## src/rtl/temp_avg_pkg.sv

```systemverilog
// temp_avg_pkg
// Shared definitions for the temperature FIFO consumer and the header detector.
// Contents: default parameter values, the sample-group header bytes, and the
// consumer FSM state type.
package temp_avg_pkg;

  localparam int DEF_SAMPLE_SHIFT = 2;
  localparam int DEF_ADDR_W       = 4;

  // Header bytes that frame a 4-byte sample group in the FIFO stream
  localparam logic [7:0] HDR_BYTE0 = 8'hA5;
  localparam logic [7:0] HDR_BYTE1 = 8'hC3;

  typedef enum logic [2:0] {
    S_WAIT    = 3'd0,
    S_READ    = 3'd1,
    S_CAPTURE = 3'd2,
    S_AVG     = 3'd3,
    S_WRITE   = 3'd4
  } state_t;

endpackage

```

## src/rtl/temp_avg_addr_gen.sv

```systemverilog
// temp_avg_addr_gen
// Wrapping result-RAM write address counter with a sticky wrap flag.
// Ports:
//   clk_50   in   system clock
//   reset_n  in   asynchronous active-low reset
//   clr      in   synchronous clear of address and wrap flag (wins over inc)
//   inc      in   advance address by one (modulo 2**ADDR_W)
//   addr     out  current write address
//   wrapped  out  sticky; set when addr rolls over from max to 0
module temp_avg_addr_gen
  import temp_avg_pkg::*;
#(
  parameter int ADDR_W = DEF_ADDR_W
) (
  input  logic              clk_50,
  input  logic              reset_n,
  input  logic              clr,
  input  logic              inc,
  output logic [ADDR_W-1:0] addr,
  output logic              wrapped
);

  always_ff @(posedge clk_50 or negedge reset_n) begin
    if (!reset_n) begin
      addr    <= '0;
      wrapped <= 1'b0;
    end else if (clr) begin
      addr    <= '0;
      wrapped <= 1'b0;
    end else if (inc) begin
      addr <= addr + 1'b1;
      if (addr == '1) wrapped <= 1'b1;
    end
  end

endmodule

```

## src/rtl/temp_avg_ctrl.sv

```systemverilog
// temp_avg_ctrl
// Pops bytes from the temperature FIFO, accumulates groups of 2**SAMPLE_SHIFT
// bytes and writes each group average to the result RAM at a wrapping address.
// Build option: TEMP_AVG_ROUND_EN selects round-half-up averaging (saturated
// to 8'hFF) instead of the default truncating shift.
// Ports:
//   clk_50       in   system clock (50 MHz)
//   reset_n      in   asynchronous active-low reset
//   clr          in   synchronous clear of group, address and flags
//   fifo_empty   in   FIFO empty flag
//   fifo_dout    in   FIFO read data, valid the cycle after rd_fifo
//   rd_fifo      out  FIFO pop strobe, one cycle per byte
//   ram_addr     out  RAM write address
//   ram_wr_data  out  RAM write data (group average)
//   ram_wr       out  RAM write strobe, one cycle per group
//   group_done   out  one-cycle pulse coincident with ram_wr
//   wrapped      out  sticky; set when ram_addr wraps from max to 0
//
// state     | meaning
// ----------+-----------------------------------------------------------
// S_WAIT    | idle, waiting for the FIFO to hold data
// S_READ    | pop strobe to the FIFO
// S_CAPTURE | add the popped byte to the accumulator, count it
// S_AVG     | register the group average
// S_WRITE   | RAM write strobe; clear group, advance address
module temp_avg_ctrl
  import temp_avg_pkg::*;
#(
  parameter int SAMPLE_SHIFT = DEF_SAMPLE_SHIFT,
  parameter int ADDR_W       = DEF_ADDR_W
) (
  input  logic              clk_50,
  input  logic              reset_n,
  input  logic              clr,
  input  logic              fifo_empty,
  input  logic [7:0]        fifo_dout,
  output logic              rd_fifo,
  output logic [ADDR_W-1:0] ram_addr,
  output logic [7:0]        ram_wr_data,
  output logic              ram_wr,
  output logic              group_done,
  output logic              wrapped
);

  // Wide enough that 2**SAMPLE_SHIFT full-scale bytes never overflow
  localparam int ACC_W = 8 + SAMPLE_SHIFT;

  state_t                  state, state_nx;
  logic [ACC_W-1:0]        acc;
  logic [SAMPLE_SHIFT-1:0] byte_cnt;
  logic [7:0]              avg_val;

`ifdef TEMP_AVG_ROUND_EN
  localparam logic [ACC_W:0] HALF = (ACC_W+1)'(2 ** (SAMPLE_SHIFT - 1));
  logic [ACC_W:0] rnd_sum;

  // The top bit of the widened sum is the only way the shifted result can
  // exceed 8 bits; saturate on it.
  always_comb begin
    rnd_sum = {1'b0, acc} + HALF;
    avg_val = rnd_sum[ACC_W] ? 8'hFF : rnd_sum[ACC_W-1:SAMPLE_SHIFT];
  end
`else
  assign avg_val = acc[ACC_W-1:SAMPLE_SHIFT];
`endif

  always_ff @(posedge clk_50 or negedge reset_n) begin
    if (!reset_n)  state <= S_WAIT;
    else if (clr)  state <= S_WAIT;
    else           state <= state_nx;
  end

  always_comb begin
    state_nx = state;
    case (state)
      S_WAIT:    if (!fifo_empty) state_nx = S_READ;
      S_READ:    state_nx = S_CAPTURE;
      S_CAPTURE: begin
        if (byte_cnt == '1)   state_nx = S_AVG;
        else if (!fifo_empty) state_nx = S_READ;
        else                  state_nx = S_WAIT;
      end
      S_AVG:     state_nx = S_WRITE;
      S_WRITE:   state_nx = S_WAIT;
      default:   state_nx = S_WAIT;
    endcase
  end

  always_ff @(posedge clk_50 or negedge reset_n) begin
    if (!reset_n) begin
      acc         <= '0;
      byte_cnt    <= '0;
      ram_wr_data <= '0;
    end else if (clr) begin
      acc         <= '0;
      byte_cnt    <= '0;
      ram_wr_data <= '0;
    end else begin
      case (state)
        S_CAPTURE: begin
          acc      <= acc + ACC_W'(fifo_dout);
          byte_cnt <= byte_cnt + 1'b1;
        end
        S_AVG:     ram_wr_data <= avg_val;
        S_WRITE: begin
          acc      <= '0;
          byte_cnt <= '0;
        end
        default: ;
      endcase
    end
  end

  assign rd_fifo    = (state == S_READ);
  assign ram_wr     = (state == S_WRITE);
  assign group_done = ram_wr;

  temp_avg_addr_gen #(.ADDR_W(ADDR_W)) u_addr_gen (
    .clk_50  (clk_50),
    .reset_n (reset_n),
    .clr     (clr),
    .inc     (ram_wr),
    .addr    (ram_addr),
    .wrapped (wrapped)
  );

endmodule

```

## config.mk

```make
export PLATFORM = sky130hd
export DESIGN_NAME = temp_avg_ctrl
export DESIGN_NICKNAME = d
export VERILOG_FILES = /design/src/rtl/temp_avg_pkg.sv /design/src/rtl/temp_avg_addr_gen.sv /design/src/rtl/temp_avg_ctrl.sv
export SDC_FILE = /design/constraint.sdc
export NUM_CORES = 1
export LEC_CHECK = 0
export BUFFER_PORTS_ARGS = -buffer_cell sky130_fd_sc_hd__clkbuf_2
export CAP_MARGIN = 20
export CORE_MARGIN = 2
export CORE_UTILIZATION = 55
export DETAILED_ROUTE_END_ITERATION = 12
export PLACE_DENSITY_LB_ADDON = 0.12
export REMOVE_ABC_BUFFERS = 1
export SYNTH_ARGS = -nofsm -noshare
export SYNTH_HDL_FRONTEND = slang
export SYNTH_HIERARCHICAL = 1
export SYNTH_SLANG_ARGS = --single-unit
```

## constraint.sdc

```tcl
create_clock -name clk_50 -period 2.8 [get_ports clk_50]
set_clock_uncertainty 0.2 [all_clocks]
set_input_delay 0.42 -clock clk_50 [delete_from_list [all_inputs] [get_ports clk_50]]
set_output_delay 0.42 -clock clk_50 [all_outputs]
set_load 0.03 [all_outputs]
```

# Word-level counts from Yosys, hierarchy flattened
# Cells that the tools add are included.
# W data, S select, Z words.
[op_classes]
n_addsub = 3
n_eq_ne = 7
n_mux = 16
reduce_logical = 6
[ops]
columns = ["op", "count"]
rows = [
  ["$pmux W10 S2", 1],
  ["$mux W8", 2],
  ["$pmux W3 S4", 1],
  ["$add A10 B8 Y10", 1],
  ["$mux W10", 1],
  ["$mux W4", 2],
  ["$eq A3 B2 Y1 const B", 2],
  ["$mux W3", 2],
  ["$reduce_bool A2 Y1", 3],
  ["$add A4 B1 Y4 const B", 1],
  ["$eq A4 B4 Y1 const B", 1],
  ["$mux W1", 4],
  ["$mux W2", 2],
  ["$pmux W2 S2", 1],
  ["$eq A3 B1 Y1 const B", 1],
  ["$eq A3 B3 Y1 const B", 1],
  ["$logic_not A3 Y1", 1],
  ["$ne A3 B3 Y1 const B", 1],
  ["$reduce_bool A3 Y1", 1],
  ["$add A2 B1 Y2 const B", 1],
  ["$eq A2 B2 Y1 const B", 1],
  ["$reduce_and A2 Y1", 1],
]
[totals]
ff_bits = 28
input_bits = 12

# Logic depth before layout (Yosys ltp)
# Gate-level depths: netlist of the first run.
[logic_depth]
depth_word = 4
ltp_mapped = 8
ltp_nobuf = 8

# Cells and area by module
# The synthesis of the first run kept the hierarchy.
[modules_own_cells]
columns = ["mod", "instances", "cells_each", "area_each_um2", "seq_area_each_um2"]
rows = [
  ["temp_avg_ctrl", 1, 130, 1333.8, 575.6],
  ["temp_avg_addr_gen", 1, 20, 231.5, 125.1],
]

# Least setup slack after synthesis of the first run
# Ideal clock, no wire load.
[synth_timing]
kind = "register to register"
startpoint = "register state[1]"
endpoint = "register u_addr_gen.addr[3]"
setup_time_ns = 0.127
arrival_time_ns = 2.108
t_required_ns = 2.473
setup_slack_ns = 0.364
stages_incl_launch_ff = 6
path_buffers = 2
cell_sequence = "dfrtp_1 buf_4 nor3b_1 buf_2 nand4_1 mux2_1"
[synth_between]
elab_chain_cells = 2
[synth_lines]
columns = ["element", "line_no", "source"]
rows = [
  ["start, declared", "temp_avg_ctrl.sv:48", "state_t state, state_nx;"],
  ["start signal, assigned", "temp_avg_ctrl.sv:70", "else state <= state_nx;"],
  ["$eq A3 B3 Y1", "temp_avg_ctrl.sv:115", "assign ram_wr = (state == S_WRITE);"],
  ["net group_done", "temp_avg_ctrl.sv:41", "output logic group_done,"],
  ["$reduce_bool A2 Y1 (no source line)", "n/a", ""],
  ["end signal, assigned", "temp_avg_addr_gen.sv:31", "addr <= addr + 1'b1;"],
  ["end, declared", "temp_avg_addr_gen.sv:19", "output logic [ADDR_W-1:0] addr,"],
]
# The timed path passes the listed nets, and every way through them passes these cells.
# A chain may end at the register's enable or synchronous reset.

# Worst setup path after layout of the first run
[layout_timing]
startpoint = "register acc[0]"
endpoint = "register acc[8]"
[layout_between]
elab_chain_cells = 3
[layout_lines]
columns = ["element", "line_no", "source"]
rows = [
  ["start, declared", "temp_avg_ctrl.sv:49", "logic [ACC_W-1:0] acc;"],
  ["start signal, assigned", "temp_avg_ctrl.sv:101", "acc <= acc + ACC_W'(fifo_dout);"],
  ["$add A10 B8 Y10", "temp_avg_ctrl.sv:101", ""],
  ["$pmux W10 S2", "temp_avg_ctrl.sv:99", "case (state)"],
  ["$mux W10", "temp_avg_ctrl.sv:94", "end else if (clr) begin"],
]
# No other way between the ends.

==> results of run 1 <==
## power by group through the flow
stage	Combinational, µW	Sequential (µW)	Clock (µW)
after detailed placement	85.0	426	0
final	85.2	418	268
after floorplan	53.3	425	0
after CTS	86.5	418	276
after global placement	82.6	425	0
after global routing	97.0	420	292
## worst register-to-register path: stages (launching register included)
cell,delay [ns]
dfrtp_1,0.41
ha_1,0.21
inv_1,0.08
fa_1,0.25
nor2b_4,0.06
o31a_1,0.25
o21a_1,0.21
o41ai_2,0.24
mux2_2,0.38
## cells by family (layout without fill, tap and decap cells)
kind of cell | Yosys count | in the layout
simple gates | 47 | 47
compound gates | 31 | 31
flops | 28 | 28
mux | 14 | 14
buf+inv | 12 | 37
fa+ha+maj | 11 | 11
xor+xnor | 7 | 7
## metal layers
| metal | part of all wire [%] | track usage, % |
|---|---|---|
| met1 | 49 | 28.6 |
| met2 | 46 | 30.2 |
| met3 | 3.1 | 2.95 |
| met4 | 2.1 | 7.97 |
| met5 | 0 | 0 |
## how the worst min path moves through the flow
stage                          to  slack, ns
3_3_place_gp   u_addr_gen/wrapped       0.28
5_1_grt                  state[0]       0.03
2_1_floorplan              acc[0]      -0.08
6_report                 state[0]       0.05
3_5_place_dp       ram_wr_data[4]       0.30
4_1_cts                  state[0]       0.04
## per-stage QoR
stage               instances  utilization, %  total power, µW  cell area [µm²]  setup slack (ns)
floorplan                 142               -              478             1520            -0.535
global placement          201            62.2              508             1700             0.376
detailed placement        201            62.2              511             1700             0.287
CTS                       206            64.5              781             1760             0.401
global route              206            64.5              809             1760             0.290
finish                    206            64.5              772             1760             0.411
## registers in the layout (all words and copies together) (netlist names)
register,flops
u_addr_gen/addr,4
ram_wr_data,8
u_addr_gen/wrapped,1
state,3
byte_cnt,2
acc,10
## cell usage in the layout (no fill, tap or decap), types with 3 or more instances in the layout
| cell type | instances |
|---|---|
| o21ai_0 | 6 |
| inv_1 | 4 |
| clkbuf_4 | 3 |
| dfrtp_1 | 28 |
| nor2_1 | 23 |
| mux2i_1 | 11 |
| o21a_1 | 4 |
| clkbuf_2 | 27 |
| nor3_1 | 3 |
| ha_1 | 10 |
| nand2_1 | 9 |
| xnor2_1 | 5 |
| a21oi_1 | 7 |
## cell type report
| cell class | instances | area, µm² | share of cell area (%) |
|---|---|---|---|
| tap | 31 | 38.8 | 2.20 |
| timing repair buffer | 29 | 153 | 8.66 |
| clock inverter | 1 | 30.0 | 1.70 |
| clock buffer | 3 | 22.5 | 1.28 |
| inverter | 4 | 15.0 | 0.852 |
| multi-input combinational | 110 | 803 | 45.6 |
| sequential | 28 | 701 | 39.7 |
## what timing repair did
item,4_1_cts,5_1_grt
hold buffers,1,0
hold endpoints to repair,28,0
endpoints found under the setup margin,0,0
==> key figures, run 1 <==
Clock tree
  – CTS Root Cell: clkbuf_4
  – Clock latency on the worst-skew pair: approximately 0.33 ns
  – H-tree depth: 1
  – CTS sink cnt: 28
  – CTS buffer count: 3
  – Resize count post-CTS: 0
  – Max Buffers Root-to-Sink: 2
  – Setup bufs post-CTS: 0
  – CTS tree: built
  – CTS clock-pin slew for the worst setup and hold paths: around 0.15 ns

Power and ir drop
  – PD cells: 438 mW/mm²
  – NetSw: around 180 µW
  – Clock power frac: between 30% and 40%
  – Seq pwr share: 54.2%
  – Worst vdd ir: 0.000371 V
  – Net Sw Frac: 23.4%
  – LEAKAGE: ~0.0009 µW
  – Comb pwr share: a little over a tenth
  – Power Internal: roughly 590 µW

Synthesis
  – Synth Area in Simple Gates: between 10% and 20%
  – Share of synthesized flip-flops with an asynchronous set or reset: between 90% and 100%
  – Synth Area in XOR/XNOR: under 10%
  – Post-synthesis sequential area ratio: between 40 and 50%
  – Post-synth top area cell: dfrtp_1
  – Synth unique cells: 40
  – List of most frequent post-synthesis cells: 28 x dfrtp_1, 23 x nor2_1, 11 x mux2i_1
  – Syn. warnings: 6
  – Mux cell area share after synthesis: between 9 and 10%
  – Compound-Gate Fraction of Synth Area: between 10% and 20%
  – Mapped Area: roughly 0.0016 mm²
  – Top cell type's share of synthesized area: roughly 45%
  – Post-synthesis instance total: 150
  – Post-synth EDFFs: 0
  – Largest family of logic cells by synthesized area: simple AND/OR/NAND/NOR gates
  – Synth Area in Adders: a little under a tenth
  – Ys flop type: dfrtp_1
  – Main area contributors after synthesis: dfrtp_1 45%, ha_1 8.0%, mux2i_1 7.0%
  – Post-Syn Area per Cell: approximately 10 µm²
  – Most numerous cell in the Yosys netlist: dfrtp_1
  – Number of register bits inferred by synthesis: 28

Setup path
  – Critical path origin: acc[0]
  – Setup crit end kind: flop
  – Critical R2R Capture: acc[8]
  – Reg2reg setup slack: 0.41 ns
  – Arrival time at the worst endpoint: ~2.4 ns
  – Worst path bufs/invs: 1
  – Top Family by Delay on Critical Path: compound AO/OA/AOI/OAI gates
  – Critical path depth: 8
  – R2R Path Start: acc[0]
  – Req. time, crit path: between 2 and 3 ns
  – CP max FO: 3
  – End of the critical path: acc[8]
  – CP Cell Sequence: ha_1 -> inv_1 -> fa_1 -> nor2b_4 -> o31a_1 -> o21a_1 -> o41ai_2 -> mux2_2
  – Critical Path Source Type: flop
  – R2R depth: 8
  – Slowest stage delay, CP: 0.41 ns
  – Slowest cell on the critical path: dfrtp_1
  – CP Class: reg2reg

Min path
  – Type of the worst min-delay path: in2reg
  – Hold depth: 2
  – Hold wc startpoint: fifo_empty

Timing
  – RSZ-0062 raised after global routing: no
  – Final setup vio count: 0
  – Fin. max-slew vios: 0
  – Setup Total Neg Slack: 0 ns
  – Post-layout min period: about 2.4 ns
  – FMAX: about 0.42 GHz
  – Rel. slew slack: around 54%
  – Final hold viol count: 0
  – Final worst-path cycle share: a little under nine tenths
  – Worst slew pin tran: around 0.69 ns
  – Worst hold slack: 0.0476 ns

Placed design
  – Post-DP HPWL: 2.10 mm
  – Port-buffer cells: 27
  – Routability Congestion: roughly 0.80

GRT
  – Total GRT Usage: around a fifth
  – Initial antenna violation count: 0
  – First-pass GRT wire length: about 5 mm
  – Vias in the first global route: between 1000 and 1500
  – Largest net degree at the start of global routing: 29
  – Grt ovf: 0

Routing
  – DRC violations left: 0
  – First drt pass iteration count: 4
  – Via density: 5.60
  – DR vias: 1154
  – Initial DRC Count: 36
  – Post-DR wirelength/cell: 14.0 µm
  – Routed Antenna Nets: 0
  – DRT Wirelength: a little under 3 mm

Die
  – Num ports: 28
  – Die Width: ~57 µm
  – Starting Density: between 50% and 60%
  – Die Span Y: roughly 57 µm
  – FP Rows: 19
  – Die area: ~0.0033 mm²
  – Core area: 0.00273 mm²

Final layout
  – Fraction of final layout cells sized beyond drive strength 1: between 20% and 30%
  – Post-layout nets: between 150 and 200
  – P&R area growth vs syn: 12.6%
  – N_diodes: 0
  – Fillers: around 230

Job
  – Max-cap violations: 0

Run status
  – Outcome: finished, final reports clean
(Power assumes the default switching activity.)
==> run 2: changes to the inputs <==
Settings changed: PLACE_DENSITY_LB_ADDON 0.12 to 0.15.
==> run 2 against run 1 <==
Effect of this change:
- largest cell class unchanged
- worst setup slack better by 0.039 ns
- count of clock-buffer cells in the layout stayed put
- design area unchanged
==> key figures, run 2 (same netlist as run 1, synthesis figures left out) <==
Run status
  – Outcome: finished, final reports clean

GRT
  – Largest net degree at the start of global routing: 29
  – Total GRT Usage: between 10% and 20%
  – First-pass GRT wire length: about 5 mm
  – Grt ovf: 0
  – Vias in the first global route: 1149
  – Initial antenna violation count: 0

Clock tree
  – CTS sink cnt: 28
  – Clock latency on the worst-skew pair: between 0.3 and 0.4 ns
  – Max Buffers Root-to-Sink: 2
  – H-tree depth: 1
  – Setup bufs post-CTS: 0
  – CTS tree: built
  – CTS buffer count: 3
  – Post-CTS Hold Buffers: 1
  – Resize count post-CTS: 0
  – CTS clock-pin slew for the worst setup and hold paths: about 0.15 ns
  – CTS Root Cell: clkbuf_4

Final layout
  – Core Util, Final: 64.5%
  – Most common cell after layout, fill and taps aside: dfrtp_1
  – Max FFs per register: 10
  – Biggest regs: acc (10), ram_wr_data (8), u_addr_gen/addr (4)
  – Fillers: about 220
  – P&R area growth vs syn: 12.6%
  – Fraction of final layout cells sized beyond drive strength 1: roughly 22%
  – N_diodes: 0
  – Post-layout nets: around 200
  – Most frequent cells in the layout: 28 x dfrtp_1, 27 x clkbuf_2, 23 x nor2_1, 11 x mux2i_1, 10 x ha_1
  – Largest Register: acc

Routing
  – Routed Antenna Nets: 0
  – First drt pass iteration count: 4
  – Initial DRC Count: 54
  – DR vias: around 1200
  – Via density: ~5.7
  – Post-DR wirelength/cell: around 14 µm
  – DRT Wirelength: ~2.8 mm
  – DRC violations left: 0

Timing
  – Fin. max-slew vios: 0
  – Final setup vio count: 0
  – Rel. slew slack: a little over half
  – Final hold viol count: 0
  – RSZ-0062 raised after global routing: no
  – Worst slew pin tran: about 0.68 ns
  – Final worst-path cycle share: a little over four fifths
  – Post-layout min period: about 2.3 ns
  – Setup slack after layout: about 0.45 ns
  – FMAX: roughly 0.43 GHz
  – Worst hold slack: approximately 0.047 ns

Power and ir drop
  – Tot Pwr: between 700 and 800 µW
  – Worst vdd ir: approximately 0.00028 V
  – PD cells: about 440 mW/mm²
  – LEAKAGE: about 0.00090 µW

Setup path
  – End of the critical path: acc[8]
  – Critical Path Source Type: flop
  – CP Cell Sequence: ha_1 -> inv_1 -> fa_1 -> nor2b_4 -> o31a_1 -> o21a_1 -> o41ai_2 -> mux2_2
  – Reg2reg setup slack: about 0.45 ns
  – CP Class: reg2reg
  – R2R depth: 8
  – R2R Path Start: acc[0]
  – Top Family by Delay on Critical Path: compound AO/OA/AOI/OAI gates
  – Slowest cell on the critical path: dfrtp_1
  – Critical path depth: 8
  – Arrival time at the worst endpoint: 2.38 ns
  – Critical path origin: acc[0]
  – Slowest stage delay, CP: about 0.41 ns
  – Req. time, crit path: about 2.8 ns
  – Critical R2R Capture: acc[8]
  – CP max FO: 3
  – Setup crit end kind: flop
  – Worst path bufs/invs: 1

Die
  – Num ports: 28
  – Die area: ~0.0033 mm²
  – FP Rows: 19
  – Starting Density: ~57%
  – Die Width: roughly 57 µm
  – Die Span Y: roughly 57 µm
  – Core area: 0.00273 mm²

Placed design
  – Post-DP HPWL: 2.11 mm
  – Routability Congestion: between 0.7 and 0.8
  – Post-placement setup slack: 0.313 ns
  – Port-buffer cells: 27

Min path
  – Type of the worst min-delay path: in2reg

Job
  – Max-cap violations: 0
[run 2: cell counts in the layout (fill, tap and decap cells not counted)]
No cell type changed its count.
[run 2: layout make-up]
class                           instances  area, µm²  share of cell area, %
Clock inverter                          1       30.0                   1.70
Multi-Input combinational cell        110        803                   45.6
Tap cell                               31       38.8                   2.20
Sequential cell                        28        701                   39.7
Inverter                                4       15.0                  0.852
Clock buffer                            3       22.5                   1.28
Timing Repair Buffer                   29        153                   8.66
[run 2: stage by stage]
stage               setup TNS (ns)  instance area [µm²]  std cells
finish                           0                 1760        206
global route                     0                 1760        206
CTS                              0                 1760        206
detailed placement               0                 1700        201
global placement                 0                 1700        201
floorplan                    -3.70                 1520        142
[run 2: metal layers]
metal / up-vias / track usage [%] / routed length (µm)
li1: 576 / - / -
met1: 564 / 26.5 / 1340
met2: 30 / 32.0 / 1380
met3: 4 / 2.72 / 84
met4: 0 / 7.31 / 38
met5: - / 0 / 0
[run 2: worst min path at each step]
stage / startpoint / end / slack, ns / depth (start not counted)
after CTS: fifo_empty / state[0] / 0.03 / 2
after global placement: reset_n / ram_wr_data[3] / 0.29 / 1
after detailed placement: reset_n / ram_wr_data[3] / 0.30 / 1
after global routing: fifo_empty / state[0] / 0.05 / 2
final: fifo_empty / state[0] / 0.05 / 2
after floorplan: reset_n / acc[0] / -0.08 / 0
[run 2: report_power, final]
group | leakage, µW | internal [µW] | switching, µW
registers | 0.000389 | 411 | 7.59
logic | 0.000486 | 35.7 | 49.7
clock network | 0.0000279 | 145 | 121
total | 0.000902 | 591 | 179
==> run 3: changes to the inputs <==
Settings changed: CORE_UTILIZATION 55 to 49.
Clock period 2.8 ns to 1.91 ns, I/O delays scaled along.
==> run 3 against run 2 <==
Effect of this change:
- the flow now finishes with violations (setup timing)
- maximum frequency grew 3.8%
- register-to-register slack lost 0.80 ns
- die area grew 11%
- utilization grew 1.3 points
- power grew 39%
- wire length grew 20%
==> key figures, run 3 (same netlist as run 1, synthesis figures left out) <==
GRT
  – Grt ovf: 0
  – First-pass GRT wire length: around 5.8 mm
  – Initial antenna violation count: 0
  – Largest net degree at the start of global routing: 29
  – Vias in the first global route: ~1300
  – Total GRT Usage: between 20% and 30%

Timing
  – Final hold viol count: 0
  – Fin. max-slew vios: 0
  – Setup Total Neg Slack: -1.15 ns
  – FMAX: between 0.4 and 0.5 GHz
  – RSZ-0062 raised after global routing: yes
  – Final worst-path cycle share: 118%
  – Post-layout min period: about 2.3 ns
  – Setup slack after layout: -0.353 ns
  – Worst slew pin tran: about 0.7 ns
  – Rel. slew slack: approximately 53%
  – Worst hold slack: 0.104 ns
  – Final setup vio count: 4

Final layout
  – Fraction of final layout cells sized beyond drive strength 1: between 30% and 40%
  – Non-filler instance count after layout: ~250
  – Most common cell after layout, fill and taps aside: buf_4
  – Most frequent cells in the layout: 30 x buf_4, 27 x dfrtp_1, 24 x clkbuf_2, 23 x nor2_1, 11 x mux2i_1
  – Max FFs per register: 10
  – P&R area growth vs syn: 28.4%
  – Post-layout nets: 227
  – Biggest regs: acc (10), ram_wr_data (8), u_addr_gen/addr (4)
  – N_diodes: 0
  – Largest Register: acc

Setup path
  – Critical R2R Capture: acc[8]
  – Reg2reg setup slack: -0.35 ns
  – CP Class: reg2reg
  – Arrival time at the worst endpoint: 2.29 ns
  – R2R depth: 8
  – Setup crit end kind: flop
  – Req. time, crit path: just under 2 ns
  – Critical path origin: acc[0]
  – Critical Path Source Type: flop
  – CP max FO: 3
  – End of the critical path: acc[8]
  – R2R Path Start: acc[0]

Job
  – Max-cap violations: 0

Routing
  – Via density: about 5.2
  – DRT Wirelength: around 3.4 mm
  – DRC violations left: 0
  – Routed Antenna Nets: 0
  – Post-DR wirelength/cell: between 10 and 15 µm
  – First drt pass iteration count: 4
  – DR vias: around 1300
  – Initial DRC Count: 34

Power and ir drop
  – Comb pwr share: around 16%
  – PD cells: around 530 mW/mm²
  – NetSw: between 200 and 300 µW
  – Clock power frac: roughly 27%
  – LEAKAGE: about 0.0010 µW
  – Net Sw Frac: approximately 25%
  – Power Internal: around 800 µW
  – Worst vdd ir: roughly 0.00033 V
  – Seq pwr share: approximately 57%

Die
  – Die Width: just over 60 µm
  – Die Span Y: around 61 µm
  – Core area: 0.00305 mm²
  – Die area: between 0.003 and 0.004 mm²
  – Num ports: 28
  – Starting Density: about half
  – FP Rows: 20

Clock tree
  – CTS Root Cell: clkbuf_4
  – CTS clock-pin slew for the worst setup and hold paths: 0.16 ns
  – CTS tree: built
  – CTS sink cnt: 28
  – CTS buffer count: 3
  – H-tree depth: 1
  – Max Buffers Root-to-Sink: 2
  – Clock latency on the worst-skew pair: between 0.3 and 0.4 ns

Min path
  – Type of the worst min-delay path: in2reg

Placed design
  – Post-placement setup slack: -0.423 ns
  – Post-DP HPWL: ~2.5 mm
  – Routability Congestion: approximately 0.81
  – Port-buffer cells: 27
  – Placed insts: approximately 230

Run status
  – Outcome: complete, but fails checks
  – Failing checks: setup timing
run 3: cell types whose count changed in the layout (fill, tap and decap cells not counted), moves of 2 or more:
cell / change
ha_1: -2
o21ai_0: -2
o21ai_1: +2
clkbuf_2: -3
buf_4: +29
run 3: worst min path at each step:
| stage | from | end | slack (ns) | depth (start not counted) |
|---|---|---|---|---|
| final | clr | ram_wr_data[1] | 0.10 | 2 |
| after global routing | clr | state[1] | 0.09 | 2 |
| after CTS | clr | ram_wr_data[1] | 0.09 | 2 |
| after detailed placement | reset_n | ram_wr_data[1] | 0.17 | 1 |
| after global placement | reset_n | ram_wr_data[1] | 0.16 | 1 |
| after floorplan | reset_n | acc[0] | -0.21 | 0 |
run 3: stage by stage:
stage	area (µm²)	total power [µW]	utilization, %
detailed placement	1840	770	60.4
global placement	1840	765	60.4
floorplan	1520	701	-
global route	2010	1120	65.8
CTS	1960	1080	64.3
finish	2010	1070	65.8
run 3: final cells by class:
class                      count  area (µm²)
inverter                       4        15.0
sequential                    28         702
multi-input combinational    110         831
timing repair buffer          57         370
clock buffer                   4        36.3
tap                           44        55.1
fill                         282        1040
run 3: what timing repair did:
item | in CTS | in global routing
endpoints found under the hold margin | 29 | 0
hold buffers | 2 | 0
setup buffers | 4 | 6
endpoints found under the setup margin | 6 | 7
gates resized for setup | 8 | 7
gates cloned | 0 | 0
pin swaps | 4 | 3
run 3: critical path, stage by stage (launching register included):
cell     delay [ns]
dfrtp_1        0.41
ha_2           0.19
inv_2          0.05
fa_2           0.22
nor2b_4        0.05
o31a_1         0.25
o21a_1         0.20
o41ai_2        0.22
mux2_2         0.37
run 3: routing by layer:
layer,track usage [%],share of wire [%],up-vias
met5,0,0,-
met4,5.59,0.56,0
met3,2.77,2.8,2
met2,38.0,51,23
met1,26.8,45,640
li1,-,-,631
run 3: power groups by stage:
stage | logic (µW) | clock network [µW] | registers, µW
final | 169 | 293 | 609
after global routing | 187 | 326 | 611
after CTS | 164 | 307 | 609
after detailed placement | 150 | 0 | 620
after global placement | 145 | 0 | 620
after floorplan | 78.1 | 0 | 623
